### src/rtl/oled_init_sequencer.sv
// -----------------------------------------------------------------------------
// oled_init_sequencer
//   Walks the SSD1306 initialisation command ROM and forwards each byte to the
//   downstream serial byte transmitter over a valid/ready handshake, flagged as
//   a command byte (tx_dc_o = 0). After a power-settle delay the sequencer
//   fetches ROM bytes one at a time (FETCH -> LOAD -> SEND) and raises done_o
//   once the panel is ready for frame data.
//
//   Optional feature macro: OLED_CLEAR_EN
//     Defined   : after the last command byte, CLEAR_BYTES bytes of 8'h00 are
//                 sent with tx_dc_o = 1 to blank the GRAM through the window
//                 set up by the ROM's final commands.
//     Undefined : no CLEAR state, no clear counter, tx_dc_o is constant 0.
// -----------------------------------------------------------------------------
module oled_init_sequencer #(
  parameter int NUM_CMDS      = 31,
  parameter int PWR_DELAY_CYC = 100000
`ifdef OLED_CLEAR_EN
  , parameter int CLEAR_BYTES = 1024
`endif
) (
  input  logic       clk,
  input  logic       rst_n,
  input  logic       start_i,
  output logic [5:0] rom_addr_o,
  input  logic [7:0] rom_data_i,
  output logic       tx_valid_o,
  output logic [7:0] tx_byte_o,
  output logic       tx_dc_o,
  input  logic       tx_ready_i,
  output logic       busy_o,
  output logic       done_o
);

  // Delay counter only needs to reach PWR_DELAY_CYC-1.
  localparam int DLY_W = (PWR_DELAY_CYC > 1) ? $clog2(PWR_DELAY_CYC) : 1;
  localparam logic [DLY_W-1:0] DLY_LAST =
    DLY_W'((PWR_DELAY_CYC > 0) ? PWR_DELAY_CYC - 1 : 0);
  localparam logic [5:0] ADDR_LAST = 6'(NUM_CMDS - 1);

`ifdef OLED_CLEAR_EN
  localparam logic [10:0] CLR_LAST = 11'(CLEAR_BYTES - 1);

  typedef enum logic [2:0] {
    IDLE     = 3'd0,
    PWR_WAIT = 3'd1,
    FETCH    = 3'd2,
    LOAD     = 3'd3,
    SEND     = 3'd4,
    CLEAR    = 3'd5,
    FIN      = 3'd6
  } state_e;
`else
  typedef enum logic [2:0] {
    IDLE     = 3'd0,
    PWR_WAIT = 3'd1,
    FETCH    = 3'd2,
    LOAD     = 3'd3,
    SEND     = 3'd4,
    FIN      = 3'd6
  } state_e;
`endif

  state_e           state_q,    state_d;
  logic [DLY_W-1:0] dly_q,      dly_d;
  logic [5:0]       rom_addr_q, rom_addr_d;
  logic             tx_valid_q, tx_valid_d;
  logic [7:0]       tx_byte_q,  tx_byte_d;
  logic             busy_q,     busy_d;
  logic             done_q,     done_d;
`ifdef OLED_CLEAR_EN
  logic [10:0]      clr_q,      clr_d;
  logic             tx_dc_q,    tx_dc_d;
`endif

  // Next-state and output-register logic for the sequencer FSM.
  always_comb begin
    // NOTE: every variable gets its hold value first so no path through the
    // case statement can leave one unassigned and infer a latch.
    state_d    = state_q;
    dly_d      = dly_q;
    rom_addr_d = rom_addr_q;
    tx_valid_d = tx_valid_q;
    tx_byte_d  = tx_byte_q;
    busy_d     = busy_q;
    done_d     = done_q;
`ifdef OLED_CLEAR_EN
    clr_d      = clr_q;
    tx_dc_d    = tx_dc_q;
`endif

    unique case (state_q)
      IDLE: begin
        // start while busy cannot occur here: busy is only set outside IDLE.
        if (start_i) begin
          done_d     = 1'b0;
          busy_d     = 1'b1;
          dly_d      = '0;
          rom_addr_d = '0;
          state_d    = (PWR_DELAY_CYC == 0) ? FETCH : PWR_WAIT;
        end
      end

      PWR_WAIT: begin
        if (dly_q == DLY_LAST) begin
          rom_addr_d = '0;
          state_d    = FETCH;
        end else begin
          dly_d = dly_q + 1'b1;
        end
      end

      // The ROM registers rom_addr this cycle; its data is valid in LOAD.
      FETCH: state_d = LOAD;

      LOAD: begin
        tx_byte_d  = rom_data_i;
        tx_valid_d = 1'b1;
`ifdef OLED_CLEAR_EN
        tx_dc_d    = 1'b0;
`endif
        state_d    = SEND;
      end

      // Byte is held stable until the transmitter takes it.
      SEND: begin
        if (tx_valid_q && tx_ready_i) begin
          tx_valid_d = 1'b0;
          if (rom_addr_q == ADDR_LAST) begin
`ifdef OLED_CLEAR_EN
            clr_d   = '0;
            state_d = CLEAR;
`else
            state_d = FIN;
`endif
          end else begin
            rom_addr_d = rom_addr_q + 6'd1;
            state_d    = FETCH;
          end
        end
      end

`ifdef OLED_CLEAR_EN
      // Offer a zero data byte, wait for its transfer, repeat CLEAR_BYTES times.
      CLEAR: begin
        if (!tx_valid_q) begin
          tx_valid_d = 1'b1;
          tx_byte_d  = 8'h00;
          tx_dc_d    = 1'b1;
        end else if (tx_ready_i) begin
          tx_valid_d = 1'b0;
          if (clr_q == CLR_LAST) begin
            state_d = FIN;
          end else begin
            clr_d = clr_q + 11'd1;
          end
        end
      end
`endif

      FIN: begin
        busy_d  = 1'b0;
        done_d  = 1'b1;
        state_d = IDLE;
      end

      default: state_d = IDLE;
    endcase
  end

  // State and output registers; reset aborts any sequence in flight.
  always_ff @(posedge clk or negedge rst_n) begin
    if (!rst_n) begin
      state_q    <= IDLE;
      dly_q      <= '0;
      rom_addr_q <= '0;
      tx_valid_q <= 1'b0;
      tx_byte_q  <= 8'h00;
      busy_q     <= 1'b0;
      done_q     <= 1'b0;
`ifdef OLED_CLEAR_EN
      clr_q      <= '0;
      tx_dc_q    <= 1'b0;
`endif
    end else begin
      // NOTE: non-blocking assignments so every register samples the values
      // computed from the previous cycle, independent of statement order.
      state_q    <= state_d;
      dly_q      <= dly_d;
      rom_addr_q <= rom_addr_d;
      tx_valid_q <= tx_valid_d;
      tx_byte_q  <= tx_byte_d;
      busy_q     <= busy_d;
      done_q     <= done_d;
`ifdef OLED_CLEAR_EN
      clr_q      <= clr_d;
      tx_dc_q    <= tx_dc_d;
`endif
    end
  end

  assign rom_addr_o = rom_addr_q;
  assign tx_valid_o = tx_valid_q;
  assign tx_byte_o  = tx_byte_q;
  assign busy_o     = busy_q;
  assign done_o     = done_q;
`ifdef OLED_CLEAR_EN
  assign tx_dc_o    = tx_dc_q;
`else
  assign tx_dc_o    = 1'b0;
`endif

endmodule

### config.mk
export PLATFORM = sky130hd
export DESIGN_NAME = oled_init_sequencer
export DESIGN_NICKNAME = d
export VERILOG_FILES = /design/src/rtl/oled_init_sequencer.sv
export SDC_FILE = /design/constraint.sdc
export NUM_CORES = 1
export LEC_CHECK = 0
export CAP_MARGIN = 20
export CORE_ASPECT_RATIO = 0.5
export CORE_MARGIN = 1
export CORE_UTILIZATION = 45
export DETAILED_ROUTE_END_ITERATION = 6
export PLACE_DENSITY = 0.73
export SLEW_MARGIN = 10
export SYNTH_ARGS = -nofsm -noshare
export SYNTH_HDL_FRONTEND = slang
export SYNTH_SLANG_ARGS = --single-unit
export TNS_END_PERCENT = 50
### constraint.sdc
create_clock -name clk -period 4.27 [get_ports clk]
set_input_delay 0.6405 -clock clk [delete_from_list [all_inputs] [get_ports clk]]
set_output_delay 0.6405 -clock clk [all_outputs]
set_load 0.02 [all_outputs]
### Yosys cells after proc, flatten, opt, wreduce, memory -nomap -nowiden

Cells that the tools add are included.
W data, S select, Z words.

| cells by class | value |
|---|---|
| add/sub/neg operators | 2 |
| muxes and demuxes | 19 |
| equal/unequal tests | 12 |
| reductions and logical operators | 11 |

Operators by type and width:

| operator | number |
|---|---|
| $mux W17 | 2 |
| $pmux W17 S2 | 1 |
| $mux W6 | 4 |
| $pmux W6 S3 | 1 |
| $add A17 B1 Y17 const B | 1 |
| $eq A17 B17 Y1 const B | 1 |
| $pmux W3 S5 | 1 |
| $mux W3 | 4 |
| $ne A2 B2 Y1 const B | 5 |
| $add A6 B1 Y6 const B | 1 |
| $eq A3 B2 Y1 const B | 2 |
| $eq A3 B3 Y1 const B | 2 |
| $eq A6 B5 Y1 const B | 1 |
| $pmux W1 S2 | 3 |
| $reduce_and A3 Y1 | 2 |
| $reduce_bool A2 Y1 | 3 |
| $reduce_and A5 Y1 | 1 |
| $reduce_and A2 Y1 | 2 |
| $eq A3 B1 Y1 const B | 1 |
| $logic_not A3 Y1 | 1 |
| $mux W1 | 3 |
| $reduce_bool A3 Y1 | 1 |
| $logic_and A1 B1 Y1 | 1 |

| storage, ports and cells | value |
|---|---|
| register bits after elaboration | 37 |
| output and inout port bits | 18 |
| input bits | 12 |

### Logic depth before layout (Yosys ltp)

| depth | value |
|---|---|
| depth in word-level cells | 4 |
| mapped depth | 8 |

### Worst setup path before layout

OpenSTA, ideal clock, no wires.

| path | value |
|---|---|
| kind | register to register |
| from | register dly_q[14] |
| to | register rom_addr_q[2] (netlist: rom_addr_o[2]) |
| period minus slack after synthesis | 1.911 ns |
| stages on the path, launching flop included | 6 |
| library setup time | 0.131 ns |
| arrival time | 1.780 ns |
| slack | 2.359 ns |
| required time | 4.139 ns |
| path buffers | 0 |
| cell sequence | dfrtp_1 > or4_4 > nor4_4 > a21oi_2 > o31ai_1 > o21ai_1 |

| on the way | value |
|---|---|
| longest elaborated chain between the ends | 3 |

Ends and longest elaborated chain:

| what | line | RTL |
|---|---|---|
| from (decl) | 65 | `logic [DLY_W-1:0] dly_q, dly_d;` |
| from (signal assigned) | 189 | `dly_q <= dly_d;` |
| $eq A17 B17 Y1 | 105 | `if (dly_q == DLY_LAST) begin` |
| $ne A2 B2 Y1 (no source line) | -- |  |
| $reduce_and A5 Y1 (no source line) | -- |  |
| to (signal assigned) | 190 | `rom_addr_q <= rom_addr_d;` |
| to (decl) | 66 | `logic [5:0] rom_addr_q, rom_addr_d;` |

No other way between the ends.
A chain may end at the register's enable or synchronous reset.

### Worst setup path after layout

| path | value |
|---|---|
| from | register dly_q[13] |
| to | register rom_addr_q[5] (netlist: rom_addr_o[5]) |

Same word-level chain as after synthesis.

==> flow_metrics.py <==
metrics = {
    "status": {
        "status": "finished clean",
    },
    "worst_setup_path": {
        "slowest_delay_ns": 0.58,
        "slowest_stage": "or4b_1",
        "crit_path_end_kind": "register",
        "arrival_ns": 2.30,
        "r2r_slack_ns": 2.13,
        "critical_path.max_fanout": 10,
        "critPathLaunchType": "register",
        "critPathLaunch": "dly_q[13]",
        "crit_path_cell_trace": "or4b_1 > nor4_4 > a21oi_2 > o21ai_0 > nand3_1",
        "setup.worst_path.class": "register to register",
        "crit_buf_inv": 0,
        "cp_num_cells": 5,
        "path_delay_family": "simple AND/OR/NAND/NOR gates",
        "worstPathRequired_ns": 4.43,
        "rr_startpoint": "dly_q[13]",
        "timing.rr.end": "rom_addr_o[5]",
        "ff2ff_path_depth": 5,
    },
    "sta": {
        "finalHoldWorstSlack_ns": 0.505,
        "max_freq_mhz": 468,
        "tightest_slew_ns": 0.779,
        "setup_viol": 0,
        "rsz0062_at_grt": "no",
        "worst_slack_ns": 2.13,
        "setup_tns_ns": 0,
        "hold_viol_final": 0,
        "skew_ns": 0.00610,
        "period_needed_ns": 2.14,
        "relSlewSlack_pct": 47.7,
        "drv_slew": 0,
        "finalCritPeriodShare_pct": 50.0,
    },
    "cts": {
        "clock_latency_ns": 0.29,
        "cts_buffers": 5,
        "cts_tree": "done",
        "cts.sinks": 37,
        "cts_buffer_depth": 2,
        "cts_max_level": 2,
        "hold_buffers": 0,
        "clkTransAtPathRegs_ns": 0.08,
        "cts_resized": 0,
        "cts_setup_buffers": 0,
        "root_buffer": "clkbuf_8",
    },
    "min_path": {
        "hold_start": "dly_q[5]",
        "holdPathEnd": "dly_q[5]",
        "min_path_type": "register to register",
        "whs_path_depth": 1,
    },
    "place": {
        "dp_slack_ns": 1.99,
        "place_congestion": 0.822,
        "io_buffers": 28,
        "hpwl_um": 2680,
        "place_area_um2": 2160,
    },
    "route": {
        "ant_nets": 0,
        "drc": 0,
        "drtPass1Iterations": 5,
        "drt_iter0_drc": 81,
        "vias_per_cell": 5.65,
        "wire_per_inst_um": 14.2,
        "dr_total_vias": 1519,
        "wirelength_um": 3820,
    },
    "final_layout": {
        "final_nets": 232,
        "drive_gt1_share_pct": 10.6,
        "antenna_cells": 0,
        "layout_common_cells": "dfrtp_1, clkdlybuf4s50_1, nor2_1, nand2_1, o21ai_0",
        "final_common_cell": "dfrtp_1",
        "final_area_um2": 2260,
        "area_growth_pct": 23.0,
    },
    "grt": {
        "track_usage_pct": 20.1,
        "grt_pass1_vias": 1423,
        "grt_max_degree": 38,
        "grt-ovfl-total": 0,
        "grt_pass1_wl_um": 6510,
        "antenna_found_initial": 0,
    },
    "power": {
        "p_per_area_nw_per_um2": 584,
        "vdd_ir_drop_max_mv": 0.364,
        "leakage_uw": 0.000949,
        "power.total_uw": 1320,
    },
    "floorplan": {
        "dieHeight_um": 47.2,
        "die_area_um2": 4360,
        "start_util_pct": 50.2,
        "die_w_um": 92.4,
        "fp.coreArea_um2": 3660,
        "io_pins": 30,
        "num_rows": 15,
    },
    "logic_synthesis": {
        "synth.distinct_cells": 39,
        "synth_area_per_cell_um2": 9.77,
        "syn_inst": 188,
        "syn_nets": 203,
        "synthesis.area_um2": 1840,
        "ys_seq_elements": 37,
        "synth_seq_area_share_pct": 50.4,
        "yosys_warnings": 0,
    },
    "flow_run": {
        "drv_cap": 0,
    },
}
==> state kept, by name, summed over array words and instances (netlist names) <==
register / count
state_q: 3
tx_byte_o: 8
tx_valid_o: 1
rom_addr_o: 6
done_o: 1
busy_o: 1
dly_q: 17
==> where the power goes <==
part	internal [µW]	leakage (µW)	total [µW]	switching, µW
clock	146	0.0000542	272	126
sequential	438	0.000479	535	97.0
combinational	225	0.000416	512	287
==> kinds of logic (layout without fill, tap and decap cells) <==
family	count (synthesis)	after routing	synth area share [%]
mux	10	10	5.99
compound gates	41	41	12.7
xor+xnor	6	6	2.86
simple gates	79	79	23.3
fa+ha+maj	3	3	2.04
other cells	1	1	0.204
buf+inv	11	41	2.52
flops	37	37	50.4
==> routing by layer <==
layer / track usage [%] / wire length, µm
met5: 0 / 0
met4: 8.44 / 48
met3: 5.66 / 208
met2: 34.4 / 1760
met1: 25.1 / 1810
==> worst max path at each step <==
| stage | slack (ns) | endpoint |
|---|---|---|
| 2_1_floorplan | 2.36 | rom_addr_o[2] |
| 3_3_place_gp | 2.11 | rom_addr_o[2] |
| 3_5_place_dp | 1.99 | rom_addr_o[2] |
| 4_1_cts | 2.14 | rom_addr_o[2] |
| 5_1_grt | 2.00 | rom_addr_o[2] |
| 6_report | 2.13 | rom_addr_o[5] |
==> synthesized netlist by cell type <==
library cell	n	area share (%)
o22ai_1	2	0.68
or2_2	1	0.34
nand2_1	16	3.3
buf_2	1	0.27
or4_4	1	0.61
nor4_4	1	1.2
o211ai_1	1	0.41
mux2_2	8	4.9
a211oi_1	1	0.41
o21ai_1	2	0.54
o31ai_1	3	1.2
o21ai_0	15	4.1
and4b_1	1	0.54
and4_1	2	0.95
nand4_1	4	1.4
inv_1	3	0.61
nor2_1	16	3.3
a21oi_1	11	3.0
nor3_1	9	2.5
nor3b_1	2	0.82
nand3_1	13	3.5
or3_1	5	1.7
and3_1	4	1.4
conb_1	1	0.20
nor3b_2	1	0.68
ha_1	3	2.0
o21a_1	1	0.41
a21o_1	1	0.41
buf_4	1	0.41
mux2i_1	2	1.1
inv_2	1	0.20
a31oi_1	3	1.0
dfrtp_1	37	50
nor2b_1	1	0.34
or4b_1	1	0.54
xnor2_1	6	2.9
clkbuf_1	5	1.0
nor4_1	1	0.34
a21oi_2	1	0.48
==> metrics by stage <==
stage | instances | utilization (%)
finish | 269 | 61.7
detailed placement | 261 | 58.9
global route | 269 | 61.7
CTS | 269 | 61.7
global placement | 261 | 58.9
floorplan | 188 | -
==> worst reg2reg max path, stage by stage (launching register included) <==
cell	delay [ns]
dfrtp_1	0.43
or4b_1	0.58
nor4_4	0.41
a21oi_2	0.23
o21ai_0	0.26
nand3_1	0.09
==> final cells by class <==
type,instances,area [µm²]
Tap cell,51,63.8
Inverter,4,15.0
Multi-Input combinational cell,140,865
Timing Repair Buffer,29,288
Fill cell,307,1400
Clock buffer,7,96.3
Sequential cell,37,926
Clock inverter,1,5.00
Note: power is estimated with default switching activity, not from simulation.
